[config.mk]
export PLATFORM = sky130hd
export DESIGN_NAME = muldiv_ctrl
export DESIGN_NICKNAME = d
export VERILOG_FILES = /design/src/rtl/muldiv_pkg.sv /design/src/rtl/muldiv_step.sv /design/src/rtl/muldiv_ctrl.sv
export SDC_FILE = /design/constraint.sdc
export NUM_CORES = 1
export LEC_CHECK = 0
export BUFFER_PORTS_ARGS = -buffer_cell sky130_fd_sc_hd__buf_2
export CAP_MARGIN = 20
export CORE_MARGIN = 3
export CORE_UTILIZATION = 45
export CTS_CLUSTER_DIAMETER = 60
export DETAILED_ROUTE_END_ITERATION = 16
export PLACE_DENSITY = 0.66
export SLEW_MARGIN = 20
export SYNTH_ARGS = -nofsm -noshare
export SYNTH_HDL_FRONTEND = slang
export SYNTH_SLANG_ARGS = --single-unit
[constraint.sdc]
create_clock -name clk -period 8.98 [get_ports clk]
set_input_delay 0.898 -clock clk [delete_from_list [all_inputs] [get_ports clk]]
set_output_delay 0.898 -clock clk [all_outputs]
set_load 0.05 [all_outputs]
[src/rtl/muldiv_pkg.sv]
// Shared encodings for the iterative multiply/divide sequencer.
package muldiv_pkg;

  localparam int DATA_W      = 32;
  localparam int ITERS       = 32;
  localparam int HILO_BUS_WD = 66;

  // Operation encodings as they arrive from decode.
  typedef enum logic [1:0] {
    MD_MULT  = 2'b00,
    MD_MULTU = 2'b01,
    MD_DIV   = 2'b10,
    MD_DIVU  = 2'b11
  } md_op_e;

  // Sequencer states.
  typedef enum logic [2:0] {
    ST_IDLE = 3'd0,
    ST_PREP = 3'd1,
    ST_RUN  = 3'd2,
    ST_FIX  = 3'd3,
    ST_DONE = 3'd4
  } md_state_e;

  // Datapath mode for a single iteration.
  typedef enum logic {
    STEP_MUL = 1'b0,
    STEP_DIV = 1'b1
  } step_mode_e;

  // Bit 1 of the op selects divide, bit 0 selects unsigned.
  function automatic logic op_is_div(input logic [1:0] op);
    return op[1];
  endfunction

  function automatic logic op_is_signed(input logic [1:0] op);
    return ~op[0];
  endfunction

  // Two's-complement magnitude; 0x80000000 maps to itself, which is the
  // correct unsigned magnitude.
  function automatic logic [DATA_W-1:0] abs32(input logic [DATA_W-1:0] v);
    return v[DATA_W-1] ? (~v + 32'd1) : v;
  endfunction

endpackage

[src/rtl/muldiv_step.sv]
// One iteration of the shared datapath: shift-add multiply or restoring divide.
// Multiply: acc = {partial_hi, multiplier_remaining}, operand = multiplicand.
// Divide:   acc = {remainder, quotient/dividend},     operand = divisor.
module muldiv_step
  import muldiv_pkg::*;
(
  input  step_mode_e  mode,
  input  logic [63:0] acc,
  input  logic [31:0] operand,
  output logic [63:0] acc_next
);

  logic [32:0] mul_sum;
  logic [63:0] mul_next;
  logic [32:0] rem_sh;
  logic [33:0] diff;
  logic [63:0] div_next;

  // Both step flavours computed in parallel, mode picks one.
  always_comb begin
    // Add multiplicand into the upper half when the low bit is set, then
    // shift the 65-bit {carry, acc} right by one.
    mul_sum  = acc[0] ? ({1'b0, acc[63:32]} + {1'b0, operand}) : {1'b0, acc[63:32]};
    mul_next = {mul_sum, acc[31:1]};

    // Shift {rem, quot} left; the remainder needs 33 bits before the trial
    // subtract since the shifted-out bit can be set.
    rem_sh   = acc[63:31];
    diff     = {1'b0, rem_sh} - {2'b00, operand};
    div_next = diff[33] ? {acc[62:0], 1'b0} : {diff[31:0], acc[30:0], 1'b1};

    acc_next = (mode == STEP_DIV) ? div_next : mul_next;
  end

endmodule

[src/rtl/muldiv_ctrl.sv]
// Multiply/divide sequencer for EX: latches an op, iterates 32 steps through
// muldiv_step, fixes signs and presents a one-cycle hi/lo write bus.
module muldiv_ctrl
  import muldiv_pkg::*;
(
  input  logic                   clk,
  input  logic                   rst,
  input  logic                   start_i,
  input  logic [1:0]             op_i,
  input  logic [31:0]            src_a_i,
  input  logic [31:0]            src_b_i,
  input  logic                   annul_i,
  output logic                   stallreq_o,
  output logic                   ready_o,
  output logic [HILO_BUS_WD-1:0] hilo_bus_o
);

  md_state_e               state;
  logic [1:0]              op_q;
  logic [31:0]             a_q;
  logic [31:0]             b_q;
  logic                    neg_res;
  logic                    neg_rem;
  logic [31:0]             operand;
  logic [63:0]             acc;
  logic [5:0]              cnt;
  logic                    ready_q;
  logic [HILO_BUS_WD-1:0]  bus_q;

  logic [63:0]             acc_next;
  step_mode_e              step_mode;
  logic [31:0]             mag_a;
  logic [31:0]             mag_b;
  logic [63:0]             prod_fix;
  logic [31:0]             quot_fix;
  logic [31:0]             rem_fix;

  assign step_mode = op_is_div(op_q) ? STEP_DIV : STEP_MUL;

  muldiv_step u_step (
    .mode     (step_mode),
    .acc      (acc),
    .operand  (operand),
    .acc_next (acc_next)
  );

  // Operand magnitudes and sign-corrected results, used in PREP and FIX.
  always_comb begin
    mag_a    = op_is_signed(op_q) ? abs32(a_q) : a_q;
    mag_b    = op_is_signed(op_q) ? abs32(b_q) : b_q;
    prod_fix = neg_res ? (~acc + 64'd1) : acc;
    quot_fix = neg_res ? (~acc[31:0] + 32'd1) : acc[31:0];
    rem_fix  = neg_rem ? (~acc[63:32] + 32'd1) : acc[63:32];
  end

  // Stall the pipe while an op is accepted or in flight; DONE releases it
  // so the pipe advances in the same cycle the result is written.
  assign stallreq_o = ((state == ST_IDLE) && start_i && !annul_i) ||
                      (state == ST_PREP) || (state == ST_RUN) || (state == ST_FIX);

  assign ready_o    = ready_q;
  assign hilo_bus_o = bus_q;

  // Sequencer FSM with registered result bus; reset and annul both abort.
  always_ff @(posedge clk) begin
    if (rst || annul_i) begin
      state   <= ST_IDLE;
      op_q    <= 2'b00;
      a_q     <= '0;
      b_q     <= '0;
      neg_res <= 1'b0;
      neg_rem <= 1'b0;
      operand <= '0;
      acc     <= '0;
      cnt     <= '0;
      ready_q <= 1'b0;
      bus_q   <= '0;
    end else begin
      ready_q <= 1'b0;
      bus_q   <= '0;
      unique case (state)
        ST_IDLE: begin
          if (start_i) begin
            op_q  <= op_i;
            a_q   <= src_a_i;
            b_q   <= src_b_i;
            state <= ST_PREP;
          end
        end
        ST_PREP: begin
          cnt <= '0;
          if (op_is_div(op_q)) begin
            neg_res <= op_is_signed(op_q) && (a_q[31] ^ b_q[31]);
            neg_rem <= op_is_signed(op_q) && a_q[31];
            operand <= mag_b;
            acc     <= {32'd0, mag_a};
          end else begin
            neg_res <= op_is_signed(op_q) && (a_q[31] ^ b_q[31]);
            neg_rem <= 1'b0;
            operand <= mag_a;
            acc     <= {32'd0, mag_b};
          end
          if (op_is_div(op_q) && (b_q == 32'd0)) begin
            // Divide by zero: all-ones quotient, dividend passes through.
            ready_q <= 1'b1;
            bus_q   <= {2'b11, a_q, 32'hFFFF_FFFF};
            state   <= ST_DONE;
          end else begin
            state <= ST_RUN;
          end
        end
        ST_RUN: begin
          acc <= acc_next;
          cnt <= cnt + 6'd1;
          if (cnt == 6'(ITERS - 1)) state <= ST_FIX;
        end
        ST_FIX: begin
          ready_q <= 1'b1;
          if (op_is_div(op_q)) bus_q <= {2'b11, rem_fix, quot_fix};
          else                 bus_q <= {2'b11, prod_fix};
          state <= ST_DONE;
        end
        ST_DONE: begin
          state <= ST_IDLE;
        end
        default: state <= ST_IDLE;
      endcase
    end
  end

endmodule

Word level (Yosys, flattened, before mapping). Cells that the tools add are included.

Flip-flop bits (word level): 240. Bits of input ports: 70. Output and inout bits: 68. Word-level logic and storage cells: 72.

Add/sub/neg operators: 8. Equal/unequal tests: 6. Muxes and demuxes: 25. Bitwise gates (word level): 7. Reductions and logical operators: 15.

Operators by type and width (number): $mux W32 (8); $mux W64 (4); $pmux W66 S2 (1); $add A32 B1 Y32 const B (4); $not A32 Y32 (4); $pmux W64 S2 (1); $mux W66 (1); $add A64 B1 Y64 const B (1); $not A64 Y64 (1); $sub A33 B32 Y34 (1); $add A32 B32 Y33 (1); $mux W33 (1); $logic_not A32 Y1 (1); $pmux W3 S4 (1); $pmux W6 S2 (1); $mux W3 (3); $add A6 B1 Y6 const B (1); $eq A3 B2 Y1 const B (2); $eq A6 B5 Y1 const B (1); $logic_and A1 B1 Y1 (5); $logic_or A1 B1 Y1 (4); $reduce_and A2 Y1 (2); $eq A3 B1 Y1 const B (1); $logic_not A3 Y1 (1); 8 further kinds (10).

Logic depth before layout (Yosys ltp). Gate-level depths: netlist of run 1.

Word-level depth: 6. Gate-level depth with buffers: 13. Gate-level depth less buffers: 13.

Cells and area by module. From an unflattened synthesis of run 1, not the netlist that was laid out.

Cell total of the unflattened synthesis: 2248. Area total of the unflattened synthesis: 16742.3 um2.

Modules (own cells, without submodules): muldiv_ctrl (instances 1, cells each 1531, area an instance 11895.2 um2, seq. area each 4764.6 um2); muldiv_step (instances 1, cells each 717, area an instance 4847.1 um2, seq. area each 0.0 um2).

Least setup slack after synthesis of run 1. OpenSTA, ideal clock, no wires.

Path type: reg-to-reg. Start point: reg acc[32]. End point: reg acc[59]. Setup time: 117 ps. Arrival time: 3017 ps. Data required time: 8863 ps. Slack: 5845 ps. Cell stages (with the launch flop): 13. Path buffers: 0. Period minus slack after synthesis: 3135 ps. Cells stage by stage: dfxtp_1 -> ha_1 -> inv_1 -> fa_1 -> nand2b_1 -> a21oi_1 -> o41ai_1 -> o31ai_1 -> a2111oi_2 -> o31ai_1 -> nor3b_1 -> o21ai_0 -> a32o_1.

Cells in the longest elaborated chain, start to end: 4. Elaborated cells between the ends (all ways): 6. Classes of those cells: add/sub: 2; mux: 4.

Ends and longest elaborated chain: start: declaration (line muldiv_ctrl.sv:25) `logic [63:0] acc;`; start signal: assignment (line muldiv_ctrl.sv:96) `acc <= {32'd0, mag_a};`; start signal: assignment (line muldiv_ctrl.sv:101) `acc <= {32'd0, mag_b};`; start signal: assignment (line muldiv_ctrl.sv:113) `acc <= acc_next;`; $sub A33 B32 Y34 or $add A32 B32 Y33 (tied branches) (line muldiv_step.sv:29, muldiv_step.sv:23); $mux W64 or $mux W33 (tied branches) (line muldiv_step.sv:30, muldiv_step.sv:23); $mux W64 * (line muldiv_step.sv:32) `acc_next = (mode == STEP_DIV) ? div_next : mul_next;`; $pmux W64 S2 * (line muldiv_ctrl.sv:81) `unique case (state)`.

Every way passes the cells marked *; elsewhere a longest branch is shown, timed or not. A chain may end at the register's enable or synchronous reset.

Worst setup path after layout of run 1.
Start point: reg acc[32]. End point: reg acc[48].

Same word-level chain as after synthesis.

==> flow_summary_export.csv, run 1 <==
group,metric,value,unit
route,firstDrtPassIters,7,
place,place_congestion,1.01,
cts,cts_setup_buffers,0,
global_route,use_met1,42.6,%
die,die_w,197,um
global_route,top_usage_layer,"met2",
cells_and_area,drive_above_1_share,11.2,%
timing,tns,0,ns
synth,syn_inst,2206,
route,routedWlPerCell,22.6,um
synth,netlist_area,0.0164,sq mm
timing,slew_headroom,30.2,%
place,io_buffers,137,
setup_path,timing.critical_path.from,"acc[32]",
setup_path,cp_max_fo,21,
setup_path,cp.required,9.44,ns
synth,avgSynthCellArea,7.46,sq um
global_route,grt_overflow_total,0,
cts,cts-buffers-inserted,30,
die,die_area,0.0389,sq mm
timing,final-max-slew-violation-count,0,
setup_path,critPathArrivalTime,5.04,ns
pwr,p_leak,7.41,nW
cts,cts.clk_slew.worst_paths,0.07,ns
pwr,peakVddDrop,0.161,mV
cells_and_area,design_area,0.0185,sq mm
die,die_h,197,um
cts,cts_max_path_buffers,3,
cells_and_area,antenna_cells,0,
global_route,antenna_found_initial,0,
global_route,use_met2,47.6,%
cells_and_area,nFillCells,3483,
synth,synth_nets,2347,
timing,setup-violations-final,0,
flow_run,cap_violations,0,
route,vias,17123,
timing,finalCriticalPeriod,4.58,ns
synth,yosysSeqAreaShare,29.0,%
synth,yosys_most_used_dff,"dfxtp_1",
route,drt_iter0_drc,1796,
cts,clk_latency,0.58,ns
synth,synth_cell_types,80,
timing,setup_ws,4.40,ns
setup_path,r2r-end,"acc[48]",
cells_and_area,nets,2395,
global_route,track_usage,30.6,%
timing,max_freq,218,MHz
route,drc,0,
timing,hold_violations,0,
run_status,status,"completed",
timing,tightest_slew,1.05,ns
worst_hold_path,min_path_type,"reg2reg",
route,routed_wl,61900,um
place,place_area,0.0174,sq mm
cells_and_area,area_growth,12.2,%
die,rows,69,
synth,yosysWarnings,0,
place,place.detailed.hpwl,45900,um
setup_path,endpoint,"acc[48]",
die,initial_core_util,45.9,%
global_route,grt_pass1_vias,15700,
setup_path,start_kind,"flip-flop",
timing,finalCritPeriodShare,51.0,%
setup_path,reg2reg_slack,4.40,ns
setup_path,ff2ff_path_depth,10,
cts,cts_resized,0,
synth,ys_ff_latch,238,
route,routed_via_density,6.25,
cts,clock-sinks,238,
route,antenna_left,0,
cts,cts_hold_buf,0,
timing,finalClockSkew,0.0211,ns
cells_and_area,layout_common_cells,"313 x nand2_1, 261 x a21oi_1, 237 x dfxtp_1",
synth,synth-edff-count,0,
global_route,grt_pass1_wl,93600,um
cts,cts_tree,"done",
setup_path,r2r-start,"acc[32]",
die,core_area,0.0358,sq mm
timing,rsz0062_at_grt,"no",
cells_and_area,final_common_cell,"nand2_1",
die,ioPinCount,138,
synth,synth-async-reset-ratio,0,%
setup_path,criticalPathCategory,"reg2reg",
cts,root_buffer,"clkbuf_16",
place,preCtsSetupSlack,4.53,ns
cts,htree_levels,1,
pwr,power.density,147,mW/mm^2
global_route,grt_use_met3,5.46,%
setup_path,end_kind,"flip-flop",
global_route,grt_max_degree,90,
[power breakdown]
group / internal (W) / switching, W
logic: 0.0000982 / 0.000210
clock network: 0.000791 / 0.000515
registers: 0.00107 / 0.0000224
[through the flow]
stage	hold slack [ns]	std cells	util, %	power [W]
2_1_floorplan	0.444	2206	-	0.00131
3_3_place_gp	0.464	2683	48.5	0.00141
3_5_place_dp	0.466	2683	48.5	0.00141
4_1_cts	0.478	2739	51.5	0.00271
5_1_grt	0.504	2739	51.5	0.00278
6_report	0.479	2739	51.5	0.00270
[layer usage]
layer,vias to the layer above,share of wire [%]
met5,-,0
met4,0,4.3
met3,146,9.7
met2,863,43
met1,8090,43
li1,8024,-
[state kept, by name, summed over array words and instances, names as in the netlist]
| register | count |
|---|---|
| state | 3 |
| hilo_bus_o | 65 |
| acc | 64 |
| op_q | 2 |
| operand | 32 |
| cnt | 6 |
| a_q | 32 |
| neg_rem | 1 |
| b_q | 32 |
| neg_res | 1 |
[layout make-up]
class | count | area [sq um] | area share (%)
inverters | 59 | 221 | 1.20
well taps | 461 | 577 | 3.13
multi-input cells | 1758 | 10900 | 59.1
repair buffers | 167 | 911 | 4.94
clock inverters | 21 | 275 | 1.49
flip-flops and latches | 238 | 4770 | 25.8
clock buffers | 35 | 801 | 4.34
[critical path, cell delays in order, from the launching register on]
cell	delay (ns)
dfxtp_1	0.57
ha_1	0.31
nor2b_1	0.14
o2111ai_1	0.40
a2111oi_0	0.23
nor3b_1	0.40
a21oi_1	0.24
or4_1	0.76
nand2_1	0.82
o311ai_0	0.27
a32o_1	0.31
[cells by family after synthesis]
group,count (synthesis),share of synthesized area [%]
flip-flops,238,29.0
multiplexers,55,3.37
AO/OA/AOI/OAI,689,26.7
adder cells (fa/ha/maj),71,5.49
AND/OR/NAND/NOR,778,21.6
buffers and inverters,210,5.04
XOR/XNOR,165,8.79
[worst min-delay path by stage]
stage                     from          to  cells after the start
finish                  cnt[3]      cnt[3]                      1
global route           b_q[12]     b_q[12]                      2
CTS                 operand[1]  operand[1]                      2
detailed placement      cnt[3]      cnt[3]                      1
global placement    operand[7]  operand[7]                      2
floorplan               cnt[3]      cnt[3]                      1
[Yosys cell counts (17+ instances only)]
cell type	n	area share, %
a22o_1	36	1.9
xor2_1	73	3.9
a221oi_1	19	1.0
nor3_1	51	1.6
ha_1	69	5.2
buf_1	20	0.46
a21oi_1	261	7.9
clkbuf_1	117	2.7
a21o_1	26	1.2
xnor2_1	92	4.9
o211ai_1	27	1.2
nor2b_1	23	0.87
mux2i_1	52	3.2
o21ai_0	126	3.8
nor2_1	230	5.2
nand2_1	313	7.1
a31oi_1	17	0.65
o31ai_1	34	1.6
nand3_1	39	1.2
inv_1	58	1.3
a32o_1	18	1.1
dfxtp_1	238	29
a211oi_1	30	1.4
Note: power is estimated with default switching activity, not from simulation.
==> run 2: changes to the inputs <==
--- a/config.mk
+++ b/config.mk
@@ -11,7 +11,7 @@
 export CORE_UTILIZATION = 45
 export CTS_CLUSTER_DIAMETER = 60
 export DETAILED_ROUTE_END_ITERATION = 16
-export PLACE_DENSITY = 0.66
+export PLACE_DENSITY = 0.68
 export SLEW_MARGIN = 20
 export SYNTH_ARGS = -nofsm -noshare
 export SYNTH_HDL_FRONTEND = slang
==> constraint.sdc (replaced) <==
create_clock -name clk -period 4.2 [get_ports clk]
set_input_delay 0.42 -clock clk [delete_from_list [all_inputs] [get_ports clk]]
set_output_delay 0.42 -clock clk [all_outputs]
set_load 0.05 [all_outputs]
==> flow_summary_export.csv, run 2 (synthesis results as in run 1) <==
group,metric,value,unit
run_status,status,"completed",
global_route,grt_max_degree,95,
global_route,grt_overflow_total,0,
route,antenna_left,0,
cts,clock-sinks,238,
global_route,use_met1,42.6,%
cts,cts_tree,"done",
timing,tightest_slew,0.992,ns
setup_path,cp.required,4.66,ns
pwr,p_leak,7.53,nW
place,place.detailed.hpwl,46300,um
timing,slew_headroom,33.5,%
global_route,antenna_found_initial,0,
die,die_w,197,um
cts,clk_latency,0.60,ns
global_route,track_usage,30.6,%
global_route,top_usage_layer,"met2",
setup_path,cp_slowest_cell,"or4_1",
pwr,p_seq_share,40.6,%
setup_path,cp_top_family,"simple AND/OR/NAND/NOR gates",
global_route,grt_use_met3,6.40,%
pwr,combPwrFrac,12.1,%
global_route,grt_pass1_wl,93700,um
cells_and_area,largest_reg_flops,65,
cells_and_area,nFillCells,3458,
place,place_congestion,1.06,
global_route,use_met2,45.1,%
place,place_area,0.0176,sq mm
cts,htree_levels,1,
timing,rsz0062_at_grt,"no",
route,vias,17354,
setup_path,cpMostUsedCell,"a21oi_1",
timing,finalCriticalPeriod,3.95,ns
worst_hold_path,min_path_type,"in2reg",
cts,cts-buffers-inserted,31,
flow_run,cap_violations,0,
pwr,power.density,308,mW/mm^2
cts,cts_resized,0,
timing,final-max-slew-violation-count,0,
cts,cts_hold_buf,0,
die,initial_core_util,45.9,%
cts,cts.clk_slew.worst_paths,0.07,ns
setup_path,worst-path-buf-inv,1,
timing,tns,0,ns
setup_path,end_kind,"flip-flop",
pwr,p_sw,0.00166,W
pwr,clkPwrFrac,47.3,%
cells_and_area,layout_common_cells,"313 x nand2_1, 261 x a21oi_1, 237 x dfxtp_1",
pwr,p_int,0.00409,W
cts,root_buffer,"clkbuf_16",
route,routedWlPerCell,22.3,um
cells_and_area,area_growth,13.3,%
die,die_h,197,um
route,drc,0,
timing,max_freq,253,MHz
cells_and_area,design_area,0.0186,sq mm
die,rows,69,
route,firstDrtPassIters,6,
setup_path,critPathArrivalTime,4.41,ns
timing,setup-violations-final,0,
global_route,grt_pass1_vias,16008,
setup_path,start_kind,"flip-flop",
die,ioPinCount,138,
cells_and_area,nets,2420,
setup_path,timing.critical_path.cells,"ha_1 -> a21oi_1 -> o221ai_1 -> nor2b_1 -> nor3b_1 -> a21oi_1 -> or4_1 -> nand2_1 -> buf_4 -> o311ai_0 -> a32o_1",
die,core_area,0.0358,sq mm
place,io_buffers,137,
cts,cts_setup_buffers,0,
setup_path,cp_max_fo,15,
cells_and_area,final_common_cell,"nand2_1",
die,die_area,0.0389,sq mm
setup_path,criticalPathCategory,"reg2reg",
cells_and_area,antenna_cells,0,
pwr,peakVddDrop,0.316,mV
cts,cts_max_path_buffers,3,
pwr,power_switching_share,28.9,%
timing,hold_violations,0,
cells_and_area,utilization,52.0,%
route,routed_wl,61600,um
route,routed_via_density,6.28,
cells_and_area,drive_above_1_share,12.2,%
timing,finalCritPeriodShare,94.0,%
route,drt_iter0_drc,1774,
setup_path,crit_path_max_incr_delay,0.56,ns
timing,finalClockSkew,0.0387,ns
run 2: worst paths after layout:
kind	start	endpoint	slack [ns]	depth (start not counted)
setup / recovery	acc[39]	acc[48]	0.25	11
hold / removal	src_b_i[28]	b_q[28]	0.06	3
setup reg to reg	acc[39]	acc[48]	0.25	11
hold reg to reg	operand[2]	operand[2]	0.48	2
run 2: power groups by stage:
stage,registers [W],clock network [W],logic [W]
2_1_floorplan,0.00236,0,0.000442
3_3_place_gp,0.00238,0,0.000662
3_5_place_dp,0.00238,0,0.000668
4_1_cts,0.00233,0.00274,0.000671
5_1_grt,0.00233,0.00282,0.000741
6_report,0.00233,0.00272,0.000694
run 2: layout make-up:
type	instances	area (sq um)	area share, %
multi-input cells	1758	10900	58.5
flip-flops and latches	238	4770	25.6
repair buffers	191	1100	5.92
clock buffers	40	881	4.73
well taps	461	577	3.10
inverters	59	221	1.19
clock inverters	17	178	0.954
run 2: routing by layer:
metal | vias up | routed length (um)
li1 | 8080 | -
met1 | 8082 | 25900
met2 | 1001 | 25400
met3 | 191 | 6830
met4 | 0 | 3530
met5 | - | 0
run 2: worst reg2reg max path, delay by kind of cell (launching register included):
| family | cells | cell delay (ns) |
|---|---|---|
| adder cells (fa/ha/maj) | 1 | 0.38 |
| buffers and inverters | 1 | 0.28 |
| AO/OA/AOI/OAI | 5 | 1.26 |
| AND/OR/NAND/NOR | 4 | 1.35 |
| flip-flops | 1 | 0.53 |
run 2: stage by stage:
| step | instances | total power (W) | worst slack [ns] | hold slack (ns) |
|---|---|---|---|---|
| 5_1_grt | 2764 | 0.00590 | 0.172 | 0.0579 |
| 3_3_place_gp | 2707 | 0.00304 | 0.561 | 0.458 |
| 4_1_cts | 2764 | 0.00574 | 0.393 | 0.0404 |
| 3_5_place_dp | 2707 | 0.00305 | 0.435 | 0.469 |
| 2_1_floorplan | 2206 | 0.00280 | 1.07 | 0.444 |
| 6_report | 2764 | 0.00574 | 0.254 | 0.0572 |
